[config.mk]
export PLATFORM = sky130hd
export DESIGN_NAME = tl_slave_reg_bridge_flat
export DESIGN_NICKNAME = d
export VERILOG_FILES = /design/src/rtl/tl_pkg.sv /design/src/rtl/tl_slave_reg_bridge_if.sv /design/src/rtl/tl_slave_reg_bridge.sv /design/src/flat_wrapper.sv
export SDC_FILE = /design/constraint.sdc
export NUM_CORES = 1
export LEC_CHECK = 0
export ABC_AREA = 1
export BUFFER_PORTS_ARGS = -buffer_cell sky130_fd_sc_hd__buf_4
export CAP_MARGIN = 25
export CORE_AREA = 3 3 157 159
export DETAILED_ROUTE_END_ITERATION = 12
export DIE_AREA = 0 0 160 162
export PLACE_DENSITY = 0.51
export SLEW_MARGIN = 5
export SYNTH_ARGS = -nofsm -noshare
export SYNTH_HDL_FRONTEND = slang
export SYNTH_SLANG_ARGS = --single-unit
[constraint.sdc]
create_clock -name clk_i -period 2.5 [get_ports clk_i]
set_input_delay 0.125 -clock clk_i [delete_from_list [all_inputs] [get_ports clk_i]]
set_output_delay 0.125 -clock clk_i [all_outputs]
set_load 0.05 [all_outputs]
[src/rtl/tl_pkg.sv]
// TileLink-UL channel definitions shared by the register bridge and its bench.
package tl_pkg;

    localparam int DATA_W   = 32;
    localparam int ADDR_W   = 32;
    localparam int SIZE_W   = 3;
    localparam int SOURCE_W = 8;
    localparam int SINK_W   = 1;
    localparam int MASK_W   = DATA_W / 8;

    localparam logic [2:0] A_GET             = 3'd4;
    localparam logic [2:0] A_PUT_FULL        = 3'd0;
    localparam logic [2:0] A_PUT_PARTIAL     = 3'd1;
    localparam logic [2:0] D_ACCESS_ACK      = 3'd0;
    localparam logic [2:0] D_ACCESS_ACK_DATA = 3'd1;

    localparam logic [SIZE_W-1:0] MAX_SIZE = SIZE_W'($clog2(MASK_W));

    typedef struct packed {
        logic [2:0]          opcode;
        logic [2:0]          param;
        logic [SIZE_W-1:0]   size;
        logic [SOURCE_W-1:0] source;
        logic [ADDR_W-1:0]   address;
        logic [MASK_W-1:0]   mask;
        logic                corrupt;
        logic [DATA_W-1:0]   data;
    } A_chan_bits_t;

    typedef struct packed {
        logic [2:0]          opcode;
        logic [1:0]          param;
        logic [SIZE_W-1:0]   size;
        logic [SOURCE_W-1:0] source;
        logic [ADDR_W-1:0]   address;
        logic [MASK_W-1:0]   mask;
        logic                corrupt;
        logic [DATA_W-1:0]   data;
    } B_chan_bits_t;

    typedef struct packed {
        logic [2:0]          opcode;
        logic [2:0]          param;
        logic [SIZE_W-1:0]   size;
        logic [SOURCE_W-1:0] source;
        logic [ADDR_W-1:0]   address;
        logic                corrupt;
        logic [DATA_W-1:0]   data;
    } C_chan_bits_t;

    typedef struct packed {
        logic [2:0]          opcode;
        logic [1:0]          param;
        logic [SIZE_W-1:0]   size;
        logic [SOURCE_W-1:0] source;
        logic [SINK_W-1:0]   sink;
        logic                denied;
        logic                corrupt;
        logic [DATA_W-1:0]   data;
    } D_chan_bits_t;

    typedef struct packed {
        logic [SINK_W-1:0] sink;
    } E_chan_bits_t;

endpackage

[src/rtl/tl_slave_reg_bridge_if.sv]
// Flat five-channel TileLink link between a TL master and the register bridge.
interface tl_slave_reg_bridge_if;
    import tl_pkg::*;

    logic         A_valid;
    logic         A_ready;
    A_chan_bits_t A_bits;
    logic         B_valid;
    logic         B_ready;
    B_chan_bits_t B_bits;
    logic         C_valid;
    logic         C_ready;
    C_chan_bits_t C_bits;
    logic         D_valid;
    logic         D_ready;
    D_chan_bits_t D_bits;
    logic         E_valid;
    logic         E_ready;
    E_chan_bits_t E_bits;

    modport slave (
        input  A_valid, A_bits, output A_ready,
        output B_valid, B_bits, input  B_ready,
        input  C_valid, C_bits, output C_ready,
        output D_valid, D_bits, input  D_ready,
        input  E_valid, E_bits, output E_ready
    );

    modport master (
        output A_valid, A_bits, input  A_ready,
        input  B_valid, B_bits, output B_ready,
        output C_valid, C_bits, input  C_ready,
        input  D_valid, D_bits, output D_ready,
        output E_valid, E_bits, input  E_ready
    );

endinterface

[src/rtl/tl_slave_reg_bridge.sv]
// TL-UL slave to req/gnt/rvalid register bridge, one transaction in flight.
// Define TL_REG_BRIDGE_TIMEOUT_EN to abort stalled register accesses.
module tl_slave_reg_bridge
    import tl_pkg::*;
#(
    parameter int REG_ADDR_W  = 12,
    parameter int TIMEOUT_CYC = 255
) (
    input  logic                  clk_i,
    input  logic                  rst_ni,
    tl_slave_reg_bridge_if.slave  tl,
    output logic                  reg_req_o,
    input  logic                  reg_gnt_i,
    output logic                  reg_we_o,
    output logic [REG_ADDR_W-1:0] reg_addr_o,
    output logic [DATA_W-1:0]     reg_wdata_o,
    output logic [MASK_W-1:0]     reg_be_o,
    input  logic                  reg_rvalid_i,
    input  logic [DATA_W-1:0]     reg_rdata_i,
    input  logic                  reg_err_i
);

    typedef enum logic [1:0] {IDLE, REQ, WAIT, RSP} state_e;

    state_e            state_q, state_d;
    A_chan_bits_t      a_q, a_d;
    logic [DATA_W-1:0] rdata_q, rdata_d;
    logic              denied_q, denied_d;
    logic              en_q;
    logic              a_ready;
    logic              accept;
    logic              supported;
    logic              get_like;
    logic              timeout;

    // en_q keeps A_ready low while reset is asserted
    assign a_ready  = (state_q == IDLE) && en_q;
    assign accept   = tl.A_valid && a_ready;
    assign get_like = a_q.opcode[2];

    always_comb begin
        supported = 1'b0;
        unique case (tl.A_bits.opcode)
            A_GET, A_PUT_FULL, A_PUT_PARTIAL: supported = 1'b1;
            default:                          supported = 1'b0;
        endcase
        if (tl.A_bits.size > MAX_SIZE) supported = 1'b0;
    end

`ifdef TL_REG_BRIDGE_TIMEOUT_EN
    localparam int CNT_W = ($clog2(TIMEOUT_CYC + 1) > 8) ?
                           $clog2(TIMEOUT_CYC + 1) : 8;

    logic [CNT_W-1:0] cnt_q, cnt_d;

    always_comb begin
        cnt_d = cnt_q;
        if (state_q == IDLE) cnt_d = '0;
        else if (state_q == REQ || state_q == WAIT) cnt_d = cnt_q + 1'b1;
    end

    always_ff @(posedge clk_i or negedge rst_ni) begin
        if (!rst_ni) cnt_q <= '0;
        else         cnt_q <= cnt_d;
    end

    assign timeout = (cnt_q == CNT_W'(TIMEOUT_CYC - 1));
`else
    assign timeout = 1'b0;
`endif

    always_ff @(posedge clk_i or negedge rst_ni) begin
        if (!rst_ni) begin
            state_q  <= IDLE;
            a_q      <= '0;
            rdata_q  <= '0;
            denied_q <= 1'b0;
            en_q     <= 1'b0;
        end else begin
            state_q  <= state_d;
            a_q      <= a_d;
            rdata_q  <= rdata_d;
            denied_q <= denied_d;
            en_q     <= 1'b1;
        end
    end

    always_comb begin
        state_d  = state_q;
        a_d      = a_q;
        rdata_d  = rdata_q;
        denied_d = denied_q;
        unique case (state_q)
            IDLE: begin
                if (accept) begin
                    a_d      = tl.A_bits;
                    rdata_d  = '0;
                    denied_d = ~supported;
                    state_d  = supported ? REQ : RSP;
                end
            end
            REQ: begin
                if (reg_gnt_i) begin
                    state_d = WAIT;
                end else if (timeout) begin
                    denied_d = 1'b1;
                    state_d  = RSP;
                end
            end
            WAIT: begin
                if (reg_rvalid_i) begin
                    rdata_d  = reg_rdata_i;
                    denied_d = reg_err_i;
                    state_d  = RSP;
                end else if (timeout) begin
                    denied_d = 1'b1;
                    state_d  = RSP;
                end
            end
            RSP: begin
                if (tl.D_ready) state_d = IDLE;
            end
            default: state_d = IDLE;
        endcase
    end

    always_comb begin
        tl.A_ready  = a_ready;
        tl.B_valid  = 1'b0;
        tl.B_bits   = '0;
        tl.C_ready  = 1'b1;
        tl.E_ready  = 1'b1;
        tl.D_valid  = 1'b0;
        tl.D_bits   = '0;
        reg_req_o   = 1'b0;
        reg_we_o    = 1'b0;
        reg_addr_o  = '0;
        reg_wdata_o = '0;
        reg_be_o    = '0;
        unique case (state_q)
            REQ: begin
                reg_req_o   = 1'b1;
                reg_we_o    = ~a_q.opcode[2];
                reg_addr_o  = a_q.address[REG_ADDR_W-1:0];
                reg_wdata_o = a_q.data;
                reg_be_o    = a_q.mask;
            end
            RSP: begin
                tl.D_valid        = 1'b1;
                tl.D_bits.opcode  = get_like ? D_ACCESS_ACK_DATA : D_ACCESS_ACK;
                tl.D_bits.size    = a_q.size;
                tl.D_bits.source  = a_q.source;
                tl.D_bits.denied  = denied_q;
                tl.D_bits.corrupt = get_like && denied_q;
                tl.D_bits.data    = get_like ? rdata_q : '0;
            end
            default: ;
        endcase
    end

    logic unused_ok;
    assign unused_ok = ^{tl.B_ready, tl.C_valid, tl.C_bits,
                         tl.E_valid, tl.E_bits, a_q.param, a_q.corrupt,
                         a_q.address[ADDR_W-1:REG_ADDR_W]};

endmodule

[src/flat_wrapper.sv]
// flat-port wrapper written by rule: the top's interface ports become plain ports
module tl_slave_reg_bridge_flat import tl_pkg::*;
#(
    parameter int REG_ADDR_W  = 12,
    parameter int TIMEOUT_CYC = 255
)
  (clk_i, rst_ni, reg_req_o, reg_gnt_i, reg_we_o, reg_addr_o, reg_wdata_o, reg_be_o, reg_rvalid_i, reg_rdata_i, reg_err_i, tl_A_valid, tl_A_bits, tl_A_ready, tl_B_valid, tl_B_bits, tl_B_ready, tl_C_valid, tl_C_bits, tl_C_ready, tl_D_valid, tl_D_bits, tl_D_ready, tl_E_valid, tl_E_bits, tl_E_ready);
  tl_slave_reg_bridge_if tl_i ();
  input  logic clk_i;
  input  logic rst_ni;
  output logic reg_req_o;
  input  logic reg_gnt_i;
  output logic reg_we_o;
  output logic [REG_ADDR_W-1:0] reg_addr_o;
  output logic [DATA_W-1:0] reg_wdata_o;
  output logic [MASK_W-1:0] reg_be_o;
  input  logic reg_rvalid_i;
  input  logic [DATA_W-1:0] reg_rdata_i;
  input  logic reg_err_i;
  input wire logic [$bits(tl_i.A_valid)-1:0] tl_A_valid;
  input wire logic [$bits(tl_i.A_bits)-1:0] tl_A_bits;
  output wire logic [$bits(tl_i.A_ready)-1:0] tl_A_ready;
  output wire logic [$bits(tl_i.B_valid)-1:0] tl_B_valid;
  output wire logic [$bits(tl_i.B_bits)-1:0] tl_B_bits;
  input wire logic [$bits(tl_i.B_ready)-1:0] tl_B_ready;
  input wire logic [$bits(tl_i.C_valid)-1:0] tl_C_valid;
  input wire logic [$bits(tl_i.C_bits)-1:0] tl_C_bits;
  output wire logic [$bits(tl_i.C_ready)-1:0] tl_C_ready;
  output wire logic [$bits(tl_i.D_valid)-1:0] tl_D_valid;
  output wire logic [$bits(tl_i.D_bits)-1:0] tl_D_bits;
  input wire logic [$bits(tl_i.D_ready)-1:0] tl_D_ready;
  input wire logic [$bits(tl_i.E_valid)-1:0] tl_E_valid;
  input wire logic [$bits(tl_i.E_bits)-1:0] tl_E_bits;
  output wire logic [$bits(tl_i.E_ready)-1:0] tl_E_ready;
  assign tl_i.A_valid = tl_A_valid;
  assign tl_i.A_bits = tl_A_bits;
  assign tl_A_ready = tl_i.A_ready;
  assign tl_B_valid = tl_i.B_valid;
  assign tl_B_bits = tl_i.B_bits;
  assign tl_i.B_ready = tl_B_ready;
  assign tl_i.C_valid = tl_C_valid;
  assign tl_i.C_bits = tl_C_bits;
  assign tl_C_ready = tl_i.C_ready;
  assign tl_D_valid = tl_i.D_valid;
  assign tl_D_bits = tl_i.D_bits;
  assign tl_i.D_ready = tl_D_ready;
  assign tl_i.E_valid = tl_E_valid;
  assign tl_i.E_bits = tl_E_bits;
  assign tl_E_ready = tl_i.E_ready;
  tl_slave_reg_bridge #(.REG_ADDR_W(REG_ADDR_W), .TIMEOUT_CYC(TIMEOUT_CYC)) u_core (.clk_i(clk_i), .rst_ni(rst_ni), .tl(tl_i), .reg_req_o(reg_req_o), .reg_gnt_i(reg_gnt_i), .reg_we_o(reg_we_o), .reg_addr_o(reg_addr_o), .reg_wdata_o(reg_wdata_o), .reg_be_o(reg_be_o), .reg_rvalid_i(reg_rvalid_i), .reg_rdata_i(reg_rdata_i), .reg_err_i(reg_err_i));
endmodule
# ---- Word-level counts from Yosys, hierarchy flattened
# Cells that the tools add are included.
dict set report op_classes {
  n_addsub 0
  magnitude_cmp 1
  n_mux 25
  bitwise_logic 2
  n_div 0
  n_reduce_logical 10
  n_mul 0
  shifts 0
  n_eq_ne 9
}
# operator count
set op_table {}
lappend op_table {{$mux W32} 4}
lappend op_table {{$pmux W32 S2} 1}
lappend op_table {{$mux W34} 1}
lappend op_table {{$mux W12} 1}
lappend op_table {{$mux W11} 1}
lappend op_table {{$mux W2} 5}
lappend op_table {{$mux W1} 8}
lappend op_table {{$pmux W2 S4} 1}
lappend op_table {{$ne A2 B2 Y1 const B} 3}
lappend op_table {{$eq A2 B2 Y1 const B} 2}
lappend op_table {{$mux W4} 1}
lappend op_table {{$reduce_and A4 Y1} 1}
lappend op_table {{$eq A3 B1 Y1 const B} 1}
lappend op_table {{$eq A3 B3 Y1 const B} 1}
lappend op_table {{$gt A3 B2 Y1 const B} 1}
lappend op_table {{$logic_and A1 B1 Y1} 3}
lappend op_table {{$logic_not A3 Y1} 1}
lappend op_table {{$mux W3} 1}
lappend op_table {{$reduce_and A3 Y1} 1}
lappend op_table {{$reduce_or A3 Y1} 1}
lappend op_table {{$eq A2 B1 Y1 const B} 1}
lappend op_table {{$logic_not A2 Y1} 1}
lappend op_table {{$ne A2 B1 Y1 const B} 1}
lappend op_table {{$not A1 Y1} 2}
lappend op_table {{3 further kinds} 3}
dict set report totals {
  out_inout_bits 191
  n_memories 0
  mem_bits_rw 0
  register_bits 98
  rom_bits 0
  latch_bits 0
}

# ---- Depth between registers and ports, before layout
# Gate-level depths: netlist of the first run.
dict set report depth {
  word_depth 7
  mapped_depth 11
  ltp_nobuf 9
}

# ---- Worst setup path before layout of the first run
# Ideal clock, no wire load.
dict set report synth_timing {
  kind {flip-flop to output port}
  from {register u_core.state_q[1]}
  to {output port reg_we_o}
  setup_slack_ns 0.327
  arrival_time_ns 2.048
  path_stages_with_launch 7
  t_required_ns 2.375
  path_cell_list {dfrtp_1 -> inv_1 -> ha_1 -> clkbuf_1 -> buf_2 -> inv_1 -> nor2_1}
}
dict set report synth_via {
  elab_chain_cells 2
}
# element line
set synth_rtl {}
lappend synth_rtl {{from (decl)} tl_slave_reg_bridge.sv:25} ;# state_e state_q, state_d;
lappend synth_rtl {{from (signal assigned)} tl_slave_reg_bridge.sv:80} ;# state_q <= state_d;
lappend synth_rtl {{$eq A2 B1 Y1} tl_slave_reg_bridge.sv:140} ;# unique case (state_q)
lappend synth_rtl {{$mux W1} tl_slave_reg_bridge.sv:140}
lappend synth_rtl {{to (decl)} flat_wrapper.sv:13} ;# output logic reg_we_o;
# Every way passes these cells.

# ---- Final worst setup path of the first run
dict set report layout_timing {
  from {register u_core.state_q[0]}
  to {output port tl_A_ready}
}
dict set report layout_via {
  elab_chain_cells 2
}
# element line
set layout_rtl {}
lappend layout_rtl {{$logic_not A2 Y1} tl_slave_reg_bridge.sv:37} ;# assign a_ready = (state_q == IDLE) && en_q;
lappend layout_rtl {{$logic_and A1 B1 Y1} tl_slave_reg_bridge.sv:37}
lappend layout_rtl {{to (decl)} flat_wrapper.sv:22} ;# output wire logic [$bits(tl_i.A_ready)-1:0] tl_A_ready;
# Every way passes these cells.

==> metrics.md, run 1 <==
| Metric | Value |
|---|---|
| Status | completed |
| DRT iter0 DRCs | 199 |
| Slowest Stage Delay on Critical Path | roughly 0.43 ns |
| Die Area | about 0.026 sq mm |
| DIE WIDTH | between 150 and 200 microns |
| Post-CTS sizing | 0 |
| Crit path DAT | between 1.5 and 2 ns |
| All-Layer GR Usage | 12.3% |
| Final Cycle Share | 80.4% |
| Final Hold Fails | 0 |
| Vias in the first global route | roughly 4,800 |
| Design Power | 8.66 mW |
| Die Height | ~160 microns |
| Fraction of the mapped netlist area in simple logic gates | a little over a quarter |
| Share of post-route cells with drive strength above 1 | between 20% and 30% |
| Synth Flop Type | dfrtp_1 |
| First-pass GRT wire length | roughly 25,000 microns |
| Core Area | 0.0234 sq mm |
| DRC viols | 0 |
| RSZ-0062 raised after global routing | no |
| Final WL | around 16,000 microns |
| Largest family of logic cells by synthesized area | simple AND/OR/NAND/NOR gates |
| XOR/XNOR Fraction of Synth Area | 0% |
| Root Driver | clkbuf_16 |
| Max transition margin | roughly 59% |
| Fillers | around 2,500 |
| N_diodes | 0 |
| Top cells by count, synth | 264 x nand2_1, 102 x inv_1, 96 x buf_4, 96 x dfrtp_1, 62 x nand3_1 |
| Hold Crit Class | in -> reg |
| Max cap viols | 0 |
| Slowest-stage cell, CP | dfrtp_1 |
| Nets | 1,192 |
| Top-count cell post-synth | nand2_1 |
| PD cells | between 1000 and 1500 mW/mm^2 |
| Routability congestion estimate from global placement | ~0.74 |
| Antenna violations before repair | 1 |
| Synth Area in Adders | 1.15% |
| CTS HTree Levels | 3 |
| Final Util | about a third |
| Multiplexer share of the synthesized area | 0% |
| Leakage power | approximately 4.5 nW |
| Mapped Area | between 0.005 and 0.006 sq mm |
| Synth Area in Compound Gates | between 3 and 4% |
| GR Layer Usage met3 | 3.52% |
| Part of the Yosys area used for sequential elements | ~44% |
| Pre-antenna DRT Iters | 4 |
| Routed WL per cell | between 10 and 15 microns |
| Met1 usage | between 10% and 20% |
| CP Class | reg -> out |
| Cell taking the most area after synthesis | dfrtp_1 |
| Critical Path Source Type | flop |
| Io pins | roughly 400 |
| Placed cell count | ~1,200 |
| Clock Latency Late Sink | 0.35 ns |
| Min Hold Slack | about 0.010 ns |
| Mapped Cells | around 750 |
| Grt ovf | 0 |
| Final Max Tran Viols | 0 |
| Via density | around 3.8 |
| Synth Warn # | 0 |
| Yosys reg bits | 96 |
| Bufs and invs on worst path | 3 |
| Register area | approximately 0.0024 sq mm |
| Yosys top cell area share | 44.2% |
| TritonCTS clock tree | done |
| Ys async rst share | 100% |
| Most area-consuming cells after synthesis | dfrtp_1 44%, nand2_1 18%, buf_4 13% |
| Detail Route Antenna Nets | 0 |
| Skew final | 0.0138 ns |
| Area growth from synthesis to layout | 42.1% |
| Worst-margin pin slew | 0.609 ns |
| Crit path required time | roughly 2.4 ns |
| Setup tns final | 0 ns |
| Tmin final | between 2 and 2.5 ns |
| Setup violations, final | 0 |
| Post-synth EDFFs | 0 |
| Largest net degree at the start of global routing | 66 |
| Peak supply drop | between 400 and 500 uV |
| CP Capture Type | output pin |
| CTS Buffer Depth | 2 |
| Max Freq | approximately 500 MHz |
| Worst-path clk slew | ~0.080 ns |
| Unique masters post-synth | 20 |
| CP delay by family, top | buffers and inverters |
| Num rows | 56 |
| GR peak layer | met2 |
| Routed vias | approximately 5,000 |
| Starting Density | between 20% and 30% |
| Placed wire-length estimate | approximately 11,000 microns |
| TritonCTS Buffers | 9 |
| Avg Inst Size Synth | ~7.3 sq um |
| Crit Path Max Fanout | 22 |
| PortBufs | approximately 200 |
| Ordered list of cells on the worst path | inv_1 > ha_1 > nand2_1 > inv_2 > buf_4 |
| Clk sink count | 96 |
| Grt met2 use | between 20% and 30% |
| Area of the multi-input gates | 0.00209 sq mm |
| Finished Layout Cells | 1,300 |
## through the flow
| step | setup slack (ns) | instance area [sq um] |
|---|---|---|
| 6_report | 0.489 | 7720 |
| 5_1_grt | 0.351 | 7720 |
| 4_1_cts | 0.428 | 7720 |
| 3_5_place_dp | 0.591 | 6910 |
| 3_3_place_gp | 0.606 | 6910 |
| 2_1_floorplan | 0.327 | 5780 |
## worst min-delay path, stage by stage
cell and delay, ns:
buf_4 0.08, nand3_1 0.07, nand2_1 0.06
## logic make-up after synthesis
family | Yosys count
AND/OR/NAND/NOR | 368
buffers and inverters | 238
adder cells (fa/ha/maj) | 5
AO/OA/AOI/OAI | 36
other | 2
flip-flops | 96
## power by group
part           total [mW]  internal, mW  leakage, nW  switching (mW)
Clock                1.47         0.811        0.153           0.659
Combinational        4.52          1.33         3.08            3.20
Sequential           2.66          2.28         1.23           0.388
## worst paths after layout
kind / slack, ns / cells after the start / endpoint / start
max reg2reg: 0.62 / 8 / u_core.rdata_q[7] / u_core.state_q[0]
min: 0.01 / 3 / u_core.a_q[19] / tl_A_bits[19]
max in group asynchronous: 1.51 / 3 / u_core.rdata_q[23] / rst_ni
max: 0.49 / 5 / tl_A_ready / u_core.state_q[0]
min in group asynchronous: 0.30 / 2 / u_core.a_q[28] / rst_ni
min reg2reg: 0.48 / 2 / u_core.a_q[40] / u_core.a_q[40]
## repair_timing
action | in CTS | in global routing
endpoints found under the hold margin | 90 | 0
setup buffers | 0 | 0
hold buffers | 51 | 0
## routing by layer
metal | vias up | routed length, microns
met2 | 203 | 7450
li1 | 2482 | -
met5 | - | 17
met1 | 2244 | 7220
met3 | 14 | 1290
met4 | 2 | 226
## placed cells by master (no fill, tap or decap)
cell and n:
or2_2 1, inv_6 2, inv_2 3, buf_12 4, ha_1 4, nand2_2 1, nand4_1 1, dlygate4sd3_1 51
ha_2 1, clkinv_2 2, dfrtp_1 96, o21ai_1 33, bufinv_16 1, clkbuf_8 1, nand3_4 1, nor2_4 1
conb_1 94, nand3_1 62, buf_4 206, a21oi_1 3, inv_1 102, clkbuf_16 9, nand2_1 263, nor2_1 38
clkinv_4 1
## cell type report
class	instances	area share [%]
multi-input combinational	503	27.0
sequential	96	31.1
clock inverter	6	0.859
inverter	105	5.10
tap	319	5.17
timing repair buffer	261	27.7
clock buffer	10	3.09
## registers in the layout, summed over array words and instances (netlist names)
register / count
u_core.a_q: 60
u_core.rdata_q: 32
u_core.state_q: 2
u_core.en_q: 1
u_core.denied_q: 1
Note: power is estimated with default switching activity, not from simulation.
==> run 2, diff against run 1 <==
Settings changed: ABC_AREA 1 to 0, CORE_AREA 3 3 157 159 to 3 3 154 156, DIE_AREA 0 0 160 162 to 0 0 157 159, PLACE_DENSITY 0.51 to 0.52.
Clock period 2.5 ns to 1.8 ns, I/O delays scaled along.
==> metrics.md, run 2 <==
| Metric | Value |
|---|---|
| Status | finished, violations left |
| Violated checks | negative setup slack |
| Synth Warn # | 0 (unchanged) |
| Synth Area in Adders | 1.25% (+0.10 points) |
| Avg Inst Size Synth | 11.5 sq um (+58%) |
| Hold Crit Class | in -> reg |
| Slowest-stage cell, CP | or3_4 |
| PD cells | 1580 mW/mm^2 (+41%) |
| WP depth | 6 (+1) |
| Yosys top cell area share | 48.1% (+3.9 points) |
| Unique masters post-synth | 22 (+10%) |
| Top Registers | u_core.a_q: 60 flops, u_core.rdata_q: 32 flops, u_core.state_q: 2 flops |
| Final Max Tran Viols | 0 (unchanged) |
| Fraction of the mapped netlist area in simple logic gates | 13.0% (-14 points) |
| Synth Area in Compound Gates | 6.53% (+3.2 points) |
| Top cells by count, synth | 96 x dfrtp_1, 93 x buf_4, 62 x and2_1, 62 x mux2_2, 33 x and3_1 |
| Antenna violations before repair | 0 (-1) |
| All-Layer GR Usage | 11.4% (-0.87 points) |
| Die Height | 159 microns (-1.9%) |
| Mapped Area | 0.00500 sq mm (-8.1%) |
| Cell taking the most area after synthesis | dfrtp_1 |
| Tmin final | around 1.8 ns |
| Largest net degree at the start of global routing | 52 (-21%) |
| Part of the Yosys area used for sequential elements | 48.1% (+3.9 points) |
| Mapped Cells | 433 (-42%) |
| Area growth from synthesis to layout | 68.5% |
| N_diodes | 0 (unchanged) |
| DRT iter0 DRCs | 114 (-43%) |
| Worst-path clk slew | 0.07 ns (about the same) |
| Finished Layout Cells | 1,022 (-21%) |
| Top-count cell post-synth | dfrtp_1 |
| Most flops, register | u_core.a_q |
| PortBufs | 198 (unchanged) |
| Final Hold Fails | 0 (unchanged) |
| Pre-antenna DRT Iters | 4 (unchanged) |
| RSZ-0062 raised after global routing | yes |
| Routed vias | 4,022 (-19%) |
| Final Cycle Share | 101% |
| Max Freq | 552 MHz |
| Via density | 3.94 (+3.5%) |
| Routability congestion estimate from global placement | 0.716 (-2.7%) |
| Clk sink count | 96 (unchanged) |
| Yosys reg bits | 96 (unchanged) |
| Leakage power | 4.20 nW (-5.9%) |
| TritonCTS Buffers | 9 (unchanged) |
| Skew final | 0.0113 ns (-0.00255 ns) |
| Fillers | 2,181 (-14%) |
| TritonCTS clock tree | done |
| Most common cell after layout, fill and taps aside | buf_4 |
| First-pass GRT wire length | 22,600 microns (-11%) |
| Starting Density | 22.2% (-1.0 points) |
| Final Util | 37.4% (+4.4 points) |
| Ordered list of cells on the worst path | inv_2 > ha_2 > a21boi_4 > or3_4 > buf_12 > mux2_2 |
| Num rows | 55 (-1.8%) |
| Vias in the first global route | 4,316 (-9.5%) |
| Synth Flop Type | dfrtp_1 |
| Multiplexer share of the synthesized area | 14.2% (+14 points) |
| CP Capture Type | flop |
| Reg-to-Reg Start | u_core.state_q[1] |
| Worst hold path stage count | 4 (+1) |
| Ys async rst share | 100% (unchanged) |
| R2R depth | 6 (-2) |
| Slowest Stage Delay on Critical Path | 0.45 ns (+0.02 ns) |
| Crit Path Max Fanout | 17 (-23%) |
| Largest register FFs | 60 (unchanged) |
| Most frequent cells in the layout | 155 x buf_4, 96 x dfrtp_1, 94 x conb_1, 93 x dlygate4sd3_1, 62 x mux2_2 |
| Placed cell count | 906 (-27%) |
| CP Class | reg -> reg |
| Detail Route Antenna Nets | 0 (unchanged) |
| Critical Path Source Type | flop |
| Crit path required time | 2.03 ns (-0.35 ns) |
| Nets | 948 (-20%) |
| Setup WS post-layout | -0.0123 ns (-0.501 ns) |
| Final WL | 15,000 microns (-7.7%) |
| CTS HTree Levels | 3 (unchanged) |
| Peak supply drop | 765 uV (+58%) |
| Routed WL per cell | 14.6 microns (+17%) |
| Crit path DAT | 2.04 ns (+0.15 ns) |
| CTS Buffer Depth | 2 (unchanged) |
| Area of the multi-input gates | 0.00226 sq mm (+8.6%) |
| Io pins | 402 (unchanged) |
| CP delay by family, top | simple AND/OR/NAND/NOR gates |
| Share of post-route cells with drive strength above 1 | 47.1% (+23 points) |
| Setup violations, final | 1 (+1) |
| Die Area | 0.0250 sq mm (-3.7%) |
| Clock Latency Late Sink | 0.35 ns (about the same) |
| Placed wire-length estimate | 9340 microns (-16%) |
| Most area-consuming cells after synthesis | dfrtp_1 48%, buf_4 14%, mux2_2 14% |
| XOR/XNOR Fraction of Synth Area | 0% (unchanged) |
| DRC viols | 0 (unchanged) |
| Root Driver | clkbuf_16 |
| CP startpoint | u_core.state_q[1] |
| Largest family of logic cells by synthesized area | buffers and inverters |
| DIE WIDTH | 157 microns (-1.9%) |
| Bufs and invs on worst path | 2 (-1) |
| Core Area | 0.0225 sq mm (-3.8%) |
| End point of the critical path | u_core.denied_q |
| Register area | 0.00240 sq mm (unchanged) |
| Max cap viols | 0 (unchanged) |
| R2r setup slk | -0.01 ns (-0.63 ns) |
| Min Hold Slack | 0.130 ns (+0.119 ns) |
| Grt ovf | 0 (unchanged) |
| RR Endpoint | u_core.denied_q |
| Post-synth EDFFs | 0 (unchanged) |
==> run 2: changes by cell type in the layout (fill, tap and decap cells not counted), moves of 28 or more <==
cell / previous run / this run
mux2_2: 0 / 62
buf_8: 0 / 29
and2_1: 0 / 28
and3_1: 0 / 31
buf_4: 206 / 155
inv_1: 102 / 2
a22o_1: 0 / 32
o21ai_1: 33 / 0
nand3_1: 62 / 0
nor2_1: 38 / 3
dlygate4sd3_1: 51 / 93
nand2_1: 263 / 2
==> run 2: worst min-delay path by stage <==
stage / slack [ns] / start / end
CTS: 0.12 / reg_err_i / u_core.denied_q
finish: 0.13 / reg_err_i / u_core.denied_q
detailed placement: -0.008 / rst_ni / u_core.rdata_q[3]
global placement: -0.01 / rst_ni / u_core.rdata_q[3]
global route: 0.15 / reg_err_i / u_core.denied_q
floorplan: -0.21 / rst_ni / u_core.a_q[0]
==> run 2: final cells by class <==
| class | count | area share, % |
|---|---|---|
| multi-input cells | 307 | 26.9 |
| repair buffers | 315 | 36.7 |
| flip-flops and latches | 96 | 28.5 |
| well taps | 285 | 4.23 |
| inverters | 3 | 0.134 |
| clock inverters | 6 | 0.802 |
| clock buffers | 10 | 2.72 |
==> run 2: repair_timing <==
action                                  CTS  global route
endpoints found under the setup margin   84           128
hold buffers                             93             0
pin swaps                                 2             1
gates resized for setup                  59            73
buffers inserted                          2             1
cloned                                    3             1
hold endpoints to repair                159             0
==> run 2: stage by stage <==
| stage | TNS (ns) | setup WS [ns] | total power [mW] | area (sq um) |
|---|---|---|---|---|
| floorplan | 0 | 0.0260 | 8.17 | 5360 |
| global placement | -0.774 | -0.0757 | 9.88 | 6590 |
| detailed placement | -0.799 | -0.0723 | 9.93 | 6590 |
| CTS | -0.0939 | -0.0588 | 12.9 | 8130 |
| global route | -2.17 | -0.0822 | 14.1 | 8420 |
| finish | -0.0123 | -0.0123 | 13.3 | 8420 |
==> run 2: logic make-up (layout without fill, tap and decap cells) <==
group           count (synthesis)  after routing
compound gates                 38             38
mux                            63             63
buf+inv                       122            334
other cells                     2             94
simple gates                  107            107
fa+ha+maj                       5              5
flops                          96             96
==> run 2: report_power, final <==
part	total, mW	internal, mW	switching, mW
sequential	3.53	3.10	0.439
combinational	7.78	3.43	4.35
clock	1.98	1.09	0.890
total	13.3	7.62	5.68
==> run 2: worst register-to-register path: stages, from the launching register on <==
cell	delay [ns]
dfrtp_1	0.41
inv_2	0.06
ha_2	0.18
a21boi_4	0.15
or3_4	0.45
buf_12	0.19
mux2_2	0.27
==> run 2: routing by layer <==
layer | track usage [%] | share of wire [%]
met1 | 12.8 | 40
met2 | 20.4 | 50
met3 | 3.15 | 7.3
met4 | 4.18 | 1.9
met5 | 0 | 0
==> run 3, diff against run 2 <==
Settings changed: BUFFER_PORTS_ARGS -buffer_cell sky130_fd_sc_hd__buf_4 to -buffer_cell sky130_fd_sc_hd__buf_2, CTS_BUF_LIST set to sky130_fd_sc_hd__clkbuf_16.
==> metrics.md, run 3 (synthesis gave the netlist of run 2 again) <==
| Metric | Value |
|---|---|
| DIE WIDTH | 157 microns (unchanged) |
| Max cap viols | 0 (unchanged) |
| Final Cycle Share | 102% (+1.1 points) |
| Share of post-route cells with drive strength above 1 | 49.8% (+2.7 points) |
| Io pins | 402 (unchanged) |
| DRT iter0 DRCs | 110 (-3.5%) |
| Top Registers | u_core.a_q: 60 flops, u_core.rdata_q: 32 flops, u_core.state_q: 2 flops |
| Vias in the first global route | 4,005 (-7.2%) |
| Largest register FFs | 60 (unchanged) |
| PortBufs | 198 (unchanged) |
| Routed WL per cell | 15.4 microns (+5.6%) |
| Status | finished, violations left |
| Peak supply drop | 765 uV (about the same) |
| Die Height | 159 microns (unchanged) |
| CTS HTree Levels | 3 (unchanged) |
| Skew final | 0.0165 ns (+0.00528 ns) |
| Final WL | 15,900 microns (+6.4%) |
| DRC viols | 0 (unchanged) |
| Area growth from synthesis to layout | 69.4% |
| Setup WS post-layout | -0.0314 ns (-0.0191 ns) |
| Crit Path Max Fanout | 5 (-12) |
| Setup violations, final | 17 (+16) |
| CTS Buffer Depth | 2 (unchanged) |
| Register area | 0.00240 sq mm (unchanged) |
| Via density | 3.94 (about the same) |
| RSZ-0062 raised after global routing | yes |
| Routability congestion estimate from global placement | 0.696 (-2.8%) |
| Most flops, register | u_core.a_q |
| Hold Crit Class | in -> reg |
| Final Util | 37.6% (+0.19 points) |
| Routed vias | 4,057 (+0.87%) |
| Detail Route Antenna Nets | 0 (unchanged) |
| CP Capture Type | flop |
| Crit path DAT | 2.06 ns (+0.02 ns) |
| Starting Density | 22.2% (unchanged) |
| Grt ovf | 0 (unchanged) |
| Worst-path clk slew | 0.07 ns (about the same) |
| Largest net degree at the start of global routing | 56 (+7.7%) |
| N_diodes | 0 (unchanged) |
| Max Freq | 546 MHz (-1.0%) |
| Most common cell after layout, fill and taps aside | buf_2 |
| Fillers | 2,133 (-2.2%) |
| Design Power | 14.1 mW (+6.0%) |
| Pre-antenna DRT Iters | 4 (unchanged) |
| Die Area | 0.0250 sq mm (unchanged) |
| Setup tns final | -0.189 ns (-0.176 ns) |
| Area of the multi-input gates | 0.00230 sq mm (+1.7%) |
| Clock Latency Late Sink | 0.35 ns (about the same) |
| Clk sink count | 96 (unchanged) |
| First-pass GRT wire length | 20,900 microns (-7.2%) |
| PD cells | 1660 mW/mm^2 (+5.4%) |
| Antenna violations before repair | 0 (unchanged) |
| Tmin final | 1.83 ns (+0.0191 ns) |
| Leakage power | 4.26 nW (+1.4%) |
| Core Area | 0.0225 sq mm (unchanged) |
| Placed wire-length estimate | 8760 microns (-6.2%) |
| Final Hold Fails | 0 (unchanged) |
| Most frequent cells in the layout | 105 x buf_2, 96 x dfrtp_1, 94 x conb_1, 92 x dlygate4sd3_1, 62 x mux2_2 |
| All-Layer GR Usage | 10.5% (-0.87 points) |
| Num rows | 55 (unchanged) |
| TritonCTS Buffers | 9 (unchanged) |
| Crit path required time | 2.03 ns (about the same) |
| Violated checks | negative setup slack |
| Critical Path Source Type | flop |
| TritonCTS clock tree | done |
| Nets | 957 (+0.95%) |
| Final Max Tran Viols | 0 (unchanged) |
| CP Class | reg -> reg |
| Root Driver | clkbuf_16 |
## run 3: cell types whose count changed in the layout (fill, tap and decap cells not counted), sizes merged
cell / delta
clkbuf: +17
clkinvlp: -1
buf: -8
bufinv: +1
dlygate4sd3: -1
## run 3: worst max-delay path, stage by stage, from the launching register on
cell and delay, ns:
dfrtp_1 0.41, buf_6 0.14, ha_4 0.16, nor2b_4 0.12, or3_4 0.45, buf_12 0.17
mux2_2 0.26
## run 3: cell type report
| cell class | count | area share [%] |
|---|---|---|
| Timing Repair Buffer | 324 | 36.4 |
| Multi-Input combinational cell | 307 | 27.2 |
| Inverter | 3 | 0.133 |
| Tap cell | 285 | 4.21 |
| Clock inverter | 6 | 1.06 |
| Clock buffer | 9 | 2.66 |
| Sequential cell | 96 | 28.4 |
## run 3: power by group
part           leakage [nW]  switching (mW)  internal [mW]
clock network         0.152           0.854           1.22
registers              1.19           0.484           3.10
logic                  2.91            4.58           3.86
total                  4.26            5.91           8.18
## run 3: worst paths after layout
check | end | cells after the start | from | slack [ns]
worst min register to register | u_core.a_q[36] | 1 | u_core.a_q[36] | 0.49
worst max register to register | u_core.denied_q | 6 | u_core.state_q[1] | -0.03
max in group asynchronous | u_core.a_q[2] | 3 | rst_ni | 1.01
worst max-delay path | u_core.denied_q | 6 | u_core.state_q[1] | -0.03
min in group asynchronous | u_core.rdata_q[4] | 2 | rst_ni | 0.14
worst min-delay path | u_core.a_q[78] | 2 | tl_A_bits[78] | 0.04
## run 3: layer usage
layer  vias to the layer above  wire (microns)  global-route usage, %
met2                       201            8250                   18.2
met3                        18             939                   3.10
met4                         0             274                   3.26
li1                       1895               -                      -
met5                         -               0                      0
met1                      1943            6450                   12.5
## run 3: what timing repair did
item	CTS	global route
hold buffers	92	0
setup endpoints to repair	85	131
setup buffers	1	6
pin swaps	0	54
cloned	2	10
hold endpoints to repair	187	0
gates resized for setup	98	180
## run 3: per-stage QoR
step / cells / setup slack, ns / hold WS (ns) / area [sq um]
2_1_floorplan: 525 / 0.0260 / -0.206 / 5360
3_3_place_gp: 904 / -0.0959 / -0.0406 / 6120
6_report: 1030 / -0.0314 / 0.0369 / 8470
5_1_grt: 1030 / -0.0857 / 0.0284 / 8470
3_5_place_dp: 904 / -0.0891 / -0.0437 / 6120
4_1_cts: 1014 / -0.0184 / 0.0114 / 7720
